--- src/rtl/wb_pkg.sv ---
// Shared types and constants for the writeback stage and register file.
// Optional feature macro used by this slice: WB_RETIRE_CNT_EN (retired-instruction counter).
package wb_pkg;

   localparam int WB_DATA_W = 32;
   localparam int WB_ADDR_W = 4;

   typedef logic [3:0]  reg_addr_t;
   typedef logic [31:0] word_t;

   // R15 is the PC: never stored, reads return PC+8, writes redirect fetch
   localparam reg_addr_t REG_PC = 4'd15;

endpackage

--- src/rtl/regfile_16x32.sv ---
// Architectural register file R0-R14 with one write port and two
// combinational read ports. Reads of R15 return PC+8; a read of the register
// being written this cycle returns the incoming write data.
module regfile_16x32
   import wb_pkg::*;
#(
   parameter int DATA_W = WB_DATA_W,
   parameter int ADDR_W = WB_ADDR_W
) (
   input  logic              i_clk,
   input  logic              i_rst,
   input  logic              i_we,
   input  logic [ADDR_W-1:0] i_wa,
   input  logic [DATA_W-1:0] i_wd,
   input  logic [ADDR_W-1:0] i_ra1,
   input  logic [ADDR_W-1:0] i_ra2,
   input  logic [DATA_W-1:0] i_pc8,
   output logic [DATA_W-1:0] o_rd1,
   output logic [DATA_W-1:0] o_rd2
);

   localparam logic [ADDR_W-1:0] PC_ADDR = ADDR_W'(REG_PC);
   localparam int                NUM_GPR = (1 << ADDR_W) - 1;

   logic [DATA_W-1:0] r_regs [NUM_GPR];
   logic              w_we;

   // The PC slot has no storage, so a write aimed at it is dropped here too
   assign w_we = i_we && (i_wa != PC_ADDR);

   // Storage: cleared asynchronously, one write per clock
   // NOTE: every entry is reset, so this maps to flops rather than a RAM macro;
   // non-blocking assignments keep all entries updating on the same edge.
   always_ff @(posedge i_clk or posedge i_rst) begin
      if (i_rst) begin
         for (int i = 0; i < NUM_GPR; i++) r_regs[i] <= '0;
      end else if (w_we) begin
         r_regs[i_wa] <= i_wd;
      end
   end

   // Read ports: PC substitution first, then write-through bypass, then storage
   // NOTE: each output gets a default before the if-chain so no latch is inferred.
   always_comb begin
      o_rd1 = '0;
      o_rd2 = '0;
      if (i_ra1 == PC_ADDR)             o_rd1 = i_pc8;
      else if (w_we && i_ra1 == i_wa)   o_rd1 = i_wd;
      else                              o_rd1 = r_regs[i_ra1];
      if (i_ra2 == PC_ADDR)             o_rd2 = i_pc8;
      else if (w_we && i_ra2 == i_wa)   o_rd2 = i_wd;
      else                              o_rd2 = r_regs[i_ra2];
   end

endmodule

--- src/rtl/wb_regfile.sv ---
// Writeback stage: selects the result, commits it to the register file and
// raises a one-cycle-latency PC redirect for taken branches and R15 writes.
// Define WB_RETIRE_CNT_EN to add the 32-bit RetireCount output.
module wb_regfile
   import wb_pkg::*;
#(
   parameter int DATA_W = WB_DATA_W,
   parameter int ADDR_W = WB_ADDR_W
) (
   input  logic              clk,
   input  logic              reset,
   input  logic              ValidW,
   input  logic              RegWriteW,
   input  logic              MemtoRegW,
   input  logic              PCSrcW,
   input  logic [DATA_W-1:0] ReadDataW,
   input  logic [DATA_W-1:0] ALUResultW,
   input  logic [DATA_W-1:0] BranchResultW,
   input  logic [ADDR_W-1:0] WA3W,
   input  logic [ADDR_W-1:0] RA1D,
   input  logic [ADDR_W-1:0] RA2D,
   input  logic [DATA_W-1:0] PCPlus8D,
   output logic [DATA_W-1:0] RD1D,
   output logic [DATA_W-1:0] RD2D,
   output logic [DATA_W-1:0] ResultW,
   output logic              PCRedirectW,
   output logic [DATA_W-1:0] PCTargetW
`ifdef WB_RETIRE_CNT_EN
   ,
   output logic [31:0]       RetireCount
`endif
);

   localparam logic [ADDR_W-1:0] PC_ADDR = ADDR_W'(REG_PC);

   logic              w_wr_en;
   logic              w_pc_wr;
   logic              w_branch;
   logic              r_pc_redirect;
   logic [DATA_W-1:0] r_pc_target;

   // Result mux ignores ValidW so downstream forwarding sees it even in bubbles
   assign ResultW  = MemtoRegW ? ReadDataW : ALUResultW;
   assign w_wr_en  = ValidW & RegWriteW & (WA3W != PC_ADDR);
   assign w_pc_wr  = ValidW & RegWriteW & (WA3W == PC_ADDR);
   assign w_branch = ValidW & PCSrcW;

   regfile_16x32 #(
      .DATA_W (DATA_W),
      .ADDR_W (ADDR_W)
   ) u_regfile (
      .i_clk (clk),
      .i_rst (reset),
      .i_we  (w_wr_en),
      .i_wa  (WA3W),
      .i_wd  (ResultW),
      .i_ra1 (RA1D),
      .i_ra2 (RA2D),
      .i_pc8 (PCPlus8D),
      .o_rd1 (RD1D),
      .o_rd2 (RD2D)
   );

   // Redirect: taken branch beats an R15 write; the target holds when idle
   always_ff @(posedge clk or posedge reset) begin
      if (reset) begin
         r_pc_redirect <= 1'b0;
         r_pc_target   <= '0;
      end else if (w_branch) begin
         r_pc_redirect <= 1'b1;
         r_pc_target   <= BranchResultW;
      end else if (w_pc_wr) begin
         r_pc_redirect <= 1'b1;
         r_pc_target   <= ResultW;
      end else begin
         r_pc_redirect <= 1'b0;
      end
   end

   assign PCRedirectW = r_pc_redirect;
   assign PCTargetW   = r_pc_target;

`ifdef WB_RETIRE_CNT_EN
   logic [31:0] r_retire_cnt;

   // Retire counter: every valid slot counts, wrapping naturally at 2^32
   always_ff @(posedge clk or posedge reset) begin
      if (reset)       r_retire_cnt <= '0;
      else if (ValidW) r_retire_cnt <= r_retire_cnt + 32'd1;
   end

   assign RetireCount = r_retire_cnt;
`endif

endmodule

--- config.mk ---
export PLATFORM = sky130hd
export DESIGN_NAME = wb_regfile
export DESIGN_NICKNAME = d
export VERILOG_FILES = /design/src/rtl/wb_pkg.sv /design/src/rtl/regfile_16x32.sv /design/src/rtl/wb_regfile.sv
export SDC_FILE = /design/constraint.sdc
export NUM_CORES = 2
export LEC_CHECK = 0
export BUFFER_PORTS_ARGS = -buffer_cell sky130_fd_sc_hd__buf_2
export CAP_MARGIN = 20
export CORE_ASPECT_RATIO = 0.5
export CORE_MARGIN = 8
export CORE_UTILIZATION = 40
export CTS_CLUSTER_DIAMETER = 60
export DETAILED_ROUTE_END_ITERATION = 10
export PLACE_DENSITY = 0.69
export SLEW_MARGIN = 20
export SYNTH_ARGS = -nofsm -noshare
export SYNTH_HDL_FRONTEND = slang
export SYNTH_HIERARCHICAL = 1
export SYNTH_SLANG_ARGS = --single-unit
--- constraint.sdc ---
create_clock -name clk -period 20.7 [get_ports clk]
set_clock_uncertainty 0.2 [all_clocks]
set_input_delay 4.14 -clock clk [delete_from_list [all_inputs] [get_ports clk]]
set_output_delay 4.14 -clock clk [all_outputs]
set_load 0.03 [all_outputs]
Word level (Yosys, flattened, before mapping). Cells that the tools add are included.

Bits in registers: 513. Output and inout bits: 129.

Order comparisons: 4. Equality and inequality tests: 6. Mux-type cells: 18. Bitwise logic cells: 7. Reductions and logical operators: 5.

Operator list (count): $bwmux W480 (1); $mux W32 (12); $bmux W32 S4 (2); $demux W32 S4 (1); $ge A5 B5 Y1 const B (3); $not A4 Y5 (3); $eq A4 B4 Y1 const B (3); $eq A4 B4 Y1 (2); $lt A5 B1 Y1 const B (1); $and A1 B1 Y1 (4); $logic_and A1 B1 Y1 (4); $ne A4 B4 Y1 const B (1); $mux W1 (2); $reduce_bool A2 Y1 (1).

Depth between registers and ports, before layout.
Depth in word-level cells: 6. Depth in mapped cells: 10. Depth with buffers taken out: 6.

Hierarchy. The synthesis kept the hierarchy.

Modules (own cells, without submodules): regfile_16x32 (times used 1, cells each 1868, area an instance 26610.5 sq um, sequential area each 12011.5 sq um); wb_regfile (times used 1, cells each 226, area an instance 2244.7 sq um, sequential area each 825.8 sq um).

Worst setup path before layout. OpenSTA, ideal clock, no wires.

Kind: in2out. Start: input WA3W[3]. End: output RD2D[10]. Arrival time: 6462 ps. Setup slack: 9898 ps. Stages: 10. Path through: nand4_4 clkbuf_1 nor2b_1 o21ai_2 or4_1 buf_2 and2_4 buf_6 buf_6 a31oi_1.

Word-level cells in the longest chain between the ends: 6.

RTL lines: start, declared (RTL line wb_regfile.sv:19) `input logic [ADDR_W-1:0] WA3W,`; $ne A4 B4 Y1 (RTL line wb_regfile.sv:44) `assign w_wr_en = ValidW & RegWriteW & (WA3W != PC_ADDR);`; $and A1 B1 Y1 (RTL line wb_regfile.sv:44); named net w_wr_en (RTL line wb_regfile.sv:36) `logic w_wr_en;`; $logic_and A1 B1 Y1 (RTL line regfile_16x32.sv:29) `assign w_we = i_we && (i_wa != PC_ADDR);`; $logic_and A1 B1 Y1 (RTL line regfile_16x32.sv:51) `else if (w_we && i_ra2 == i_wa) o_rd2 = i_wd;`; $mux W32 (RTL line regfile_16x32.sv:51); $mux W32 (RTL line regfile_16x32.sv:50) `if (i_ra2 == PC_ADDR) o_rd2 = i_pc8;`; end, declared (RTL line wb_regfile.sv:24) `output logic [DATA_W-1:0] RD2D,`.

The timed path passes the listed nets, and every way through them passes these cells.

Worst setup path after layout.
Start: input RA2D[2]. End: output RD2D[30].

Word-level cells in the longest chain between the ends: 6.

RTL lines: start, declared (RTL line wb_regfile.sv:21) `input logic [ADDR_W-1:0] RA2D,`; $not A4 Y5 (not written as such) (RTL line regfile_16x32.sv:52) `else o_rd2 = r_regs[i_ra2];`; $bmux W32 S4 (RTL line regfile_16x32.sv:52); $mux W32 (not written as such) (2 in a row) (RTL line regfile_16x32.sv:52); $mux W32 (RTL line regfile_16x32.sv:51); $mux W32 (*) (RTL line regfile_16x32.sv:50).

Every way passes the cells marked *; elsewhere a longest branch is shown, timed or not. The select of a mux whose other input is x is not followed.

==> impl_metrics.json <==
{
  "hold_viol": 0,
  "drt-pass1-iter-count": 5,
  "fin_crit_ns": 11.77,
  "path_max_fanout": 50,
  "tritoncts": "done",
  "place_area_um2": 30800,
  "period_share_pct": 56.9,
  "grt_max_degree": 137,
  "die_w_um": 396,
  "yosysTopAreaCellShare_pct": 44.5,
  "status": "finished, final reports clean",
  "yosysSeqAreaShare_pct": 44.5,
  "tns_ns": 0,
  "syn2layout_area_growth_pct": 13.0,
  "highest_layer": "met4",
  "ctsResizeCount": 0,
  "seqPwrFrac_pct": 42.8,
  "max-cap-violations": 0,
  "synth_top_cell_by_area": "dfrtp_1",
  "initial_core_util_pct": 40.5,
  "holdBufCountCts": 0,
  "gp_congestion": 0.890,
  "p_per_area_nw_per_um2": 96.9,
  "crit_buf_inv": 4,
  "cpPeakStageDelay_ns": 0.73,
  "io_pins": 275,
  "synth_warnings": 6,
  "root_buffer": "clkbuf_16",
  "antenna_found_initial": 0,
  "clk_pin_slew_ns": 0.06,
  "nFillCells": 6283,
  "synthTopCellsByCount": "dfrtp_1 (513), mux2_2 (488), mux4_2 (191)",
  "met1_length_um": 37700,
  "fmax_mhz": 85.0,
  "wl_met2_um": 42600,
  "tightest_slew_ns": 1.19,
  "synth_cell_types": 43,
  "cts_buffers": 52,
  "grt_pass1_vias": 21017,
  "drc": 0,
  "critPathMostFrequentCell": "buf_4",
  "cts_setup_buffers": 0,
  "syn_inst": 2094,
  "avgSynthCellArea_um2": 13.8,
  "avgViaCountPerCell": 6.24,
  "hp-class": "reg2reg",
  "p_comb_share_pct": 25.9,
  "crit_path_top_delay_cell": "buf_4",
  "grt_setup_unrepaired": "false",
  "overflow": 0,
  "portBuffers": 274,
  "wl_met3_um": 7010,
  "finalSetupViolCount": 0,
  "worstSetupPathType": "in2out",
  "crit_family": "buffers and inverters",
  "netlist_area_um2": 28900,
  "cp.depth": 8,
  "dpl.hpwl_um": 57400,
  "multi_input_area_um2": 15000,
  "ys_top_cells_by_area": "dfrtp_1 (44%), mux2_2 (19%), mux4_2 (15%), mux2i_1 (4.5%), o211ai_1 (3.4%)",
  "die_y_um": 206,
  "vias": 20226,
  "clk_path_buf_depth": 3,
  "clk_latency_ns": 0.58,
  "ant_nets": 0,
  "min_path_cells": 2,
  "p_leak_nw": 14.2,
  "p_sw_w": 0.000976,
  "drive_gt1_share_pct": 52.6,
  "core_um2": 71200,
  "cts_sinks": 513,
  "synth_seq_cells": 513,
  "num_rows": 69,
  "htree_levels": 2,
  "synth_ff_type": "dfrtp_1",
  "ir_worst_vdd_uv": 63.4,
  "synth_edf_count": 0,
  "critPathCaptureType": "output pin",
  "finalMaxSlewViolations": 0,
  "drt_first_iter_violations": 1952,
  "synthesis.nets": 2240,
  "wl_um": 90600,
  "cp.arrival_ns": 7.43,
  "slew-limit-headroom_pct": 20.2,
  "wire_per_inst_um": 28.0,
  "antenna_cells": 0,
  "fin_area_um2": 32600,
  "ff_latch_area_um2": 12800,
  "crit_chain": "buf_4 > buf_4 > buf_4 > mux4_2 > mux2i_1 > or2_2 > a31oi_1 > buf_2",
  "swShare_pct": 30.9,
  "grt_pass1_wl_um": 137000,
  "die-area_um2": 81500,
  "p_int_w": 0.00218,
  "synth_async_sr_flop_share_pct": 100,
  "num-nets-final": 2386,
  "critPathRequiredTime_ns": 16.36,
  "clkPwrFrac_pct": 31.3,
  "reg2reg_slack_ns": 19.69,
  "worst_setup_path_start_kind": "input pin",
  "reg2regPathDepth": 1,
  "grt_usage_pct": 21.6,
  "synth_most_common_cell": "dfrtp_1"
}
## flip-flops by register name, indices dropped and copies added, names as in the netlist
register / cells
PCTargetW: 32
PCRedirectW: 1
u_regfile/r_regs: 480
## metal layers
layer	global-route usage [%]	vias to the layer above
met1	28.8	10733
met3	4.76	198
met2	34.5	903
li1	-	8392
met4	8.42	0
met5	0	-
## power by group through the flow
stage	Combinational, W	Clock, W	Sequential (W)
floorplan	0.000598	0	0.00134
global placement	0.000798	0	0.00135
detailed placement	0.000812	0	0.00136
CTS	0.000816	0.00101	0.00135
global route	0.000866	0.00104	0.00138
finish	0.000818	0.000988	0.00135
## cells in the final DEF (no fill, tap or decap), drive strengths merged, types with 2 or more instances in the layout
master,n
dfrtp,513
mux2,506
buf,322
mux4,191
o211ai,160
mux2i,129
nand2,113
clkbuf,73
a31oi,34
or2,33
o22ai,32
o2bb2ai,31
a22oi,31
o221a,31
clkinv,12
nor2,10
inv,9
o21ai,7
xnor2,6
nand2b,6
bufinv,5
nor2b,5
nand3b,3
and2,3
nand4,3
clkinvlp,2
nand3,2
xor2,2
## path summary, 6_finish.rpt
check                                             startpoint                                end
setup / recovery                                     RA2D[2]                           RD2D[30]
hold / removal             u_regfile/r_regs[383]$_DFFE_PP0P_  u_regfile/r_regs[383]$_DFFE_PP0P_
setup reg to reg           u_regfile/r_regs[402]$_DFFE_PP0P_  u_regfile/r_regs[402]$_DFFE_PP0P_
hold reg to reg            u_regfile/r_regs[383]$_DFFE_PP0P_  u_regfile/r_regs[383]$_DFFE_PP0P_
max in group asynchronous                              reset  u_regfile/r_regs[388]$_DFFE_PP0P_
min in group asynchronous                              reset           PCTargetW[7]$_DFFE_PP0P_
## cell families after synthesis
family	count (synthesis)	synth area share (%)
DFF	513	44.5
and+or+nand+nor	182	2.98
AOI/OAI and AO/OA	329	9.28
muxes	826	39.1
xor gates and xnor gates	8	0.243
buffers and inverters	236	3.88
## metrics by stage
step	setup slack [ns]	total power (W)	cells	hold WS [ns]	utilization, %
2_1_floorplan	2.97	0.00193	2094	0.259	-
3_3_place_gp	9.07	0.00214	3143	0.281	43.3
3_5_place_dp	9.08	0.00218	3144	0.295	43.3
4_1_cts	9.06	0.00317	3239	0.309	45.8
5_1_grt	8.90	0.00329	3239	0.339	45.8
6_report	8.93	0.00316	3239	0.317	45.8
## area by class of cell
cell class | instances | area share (%)
well taps | 958 | 3.68
clock inverters | 24 | 0.867
repair buffers | 324 | 5.48
flip-flops and latches | 513 | 39.4
inverters | 4 | 0.0691
multi-input cells | 1345 | 46.0
clock buffers | 71 | 4.55
Note: power is estimated with default switching activity, not from simulation.
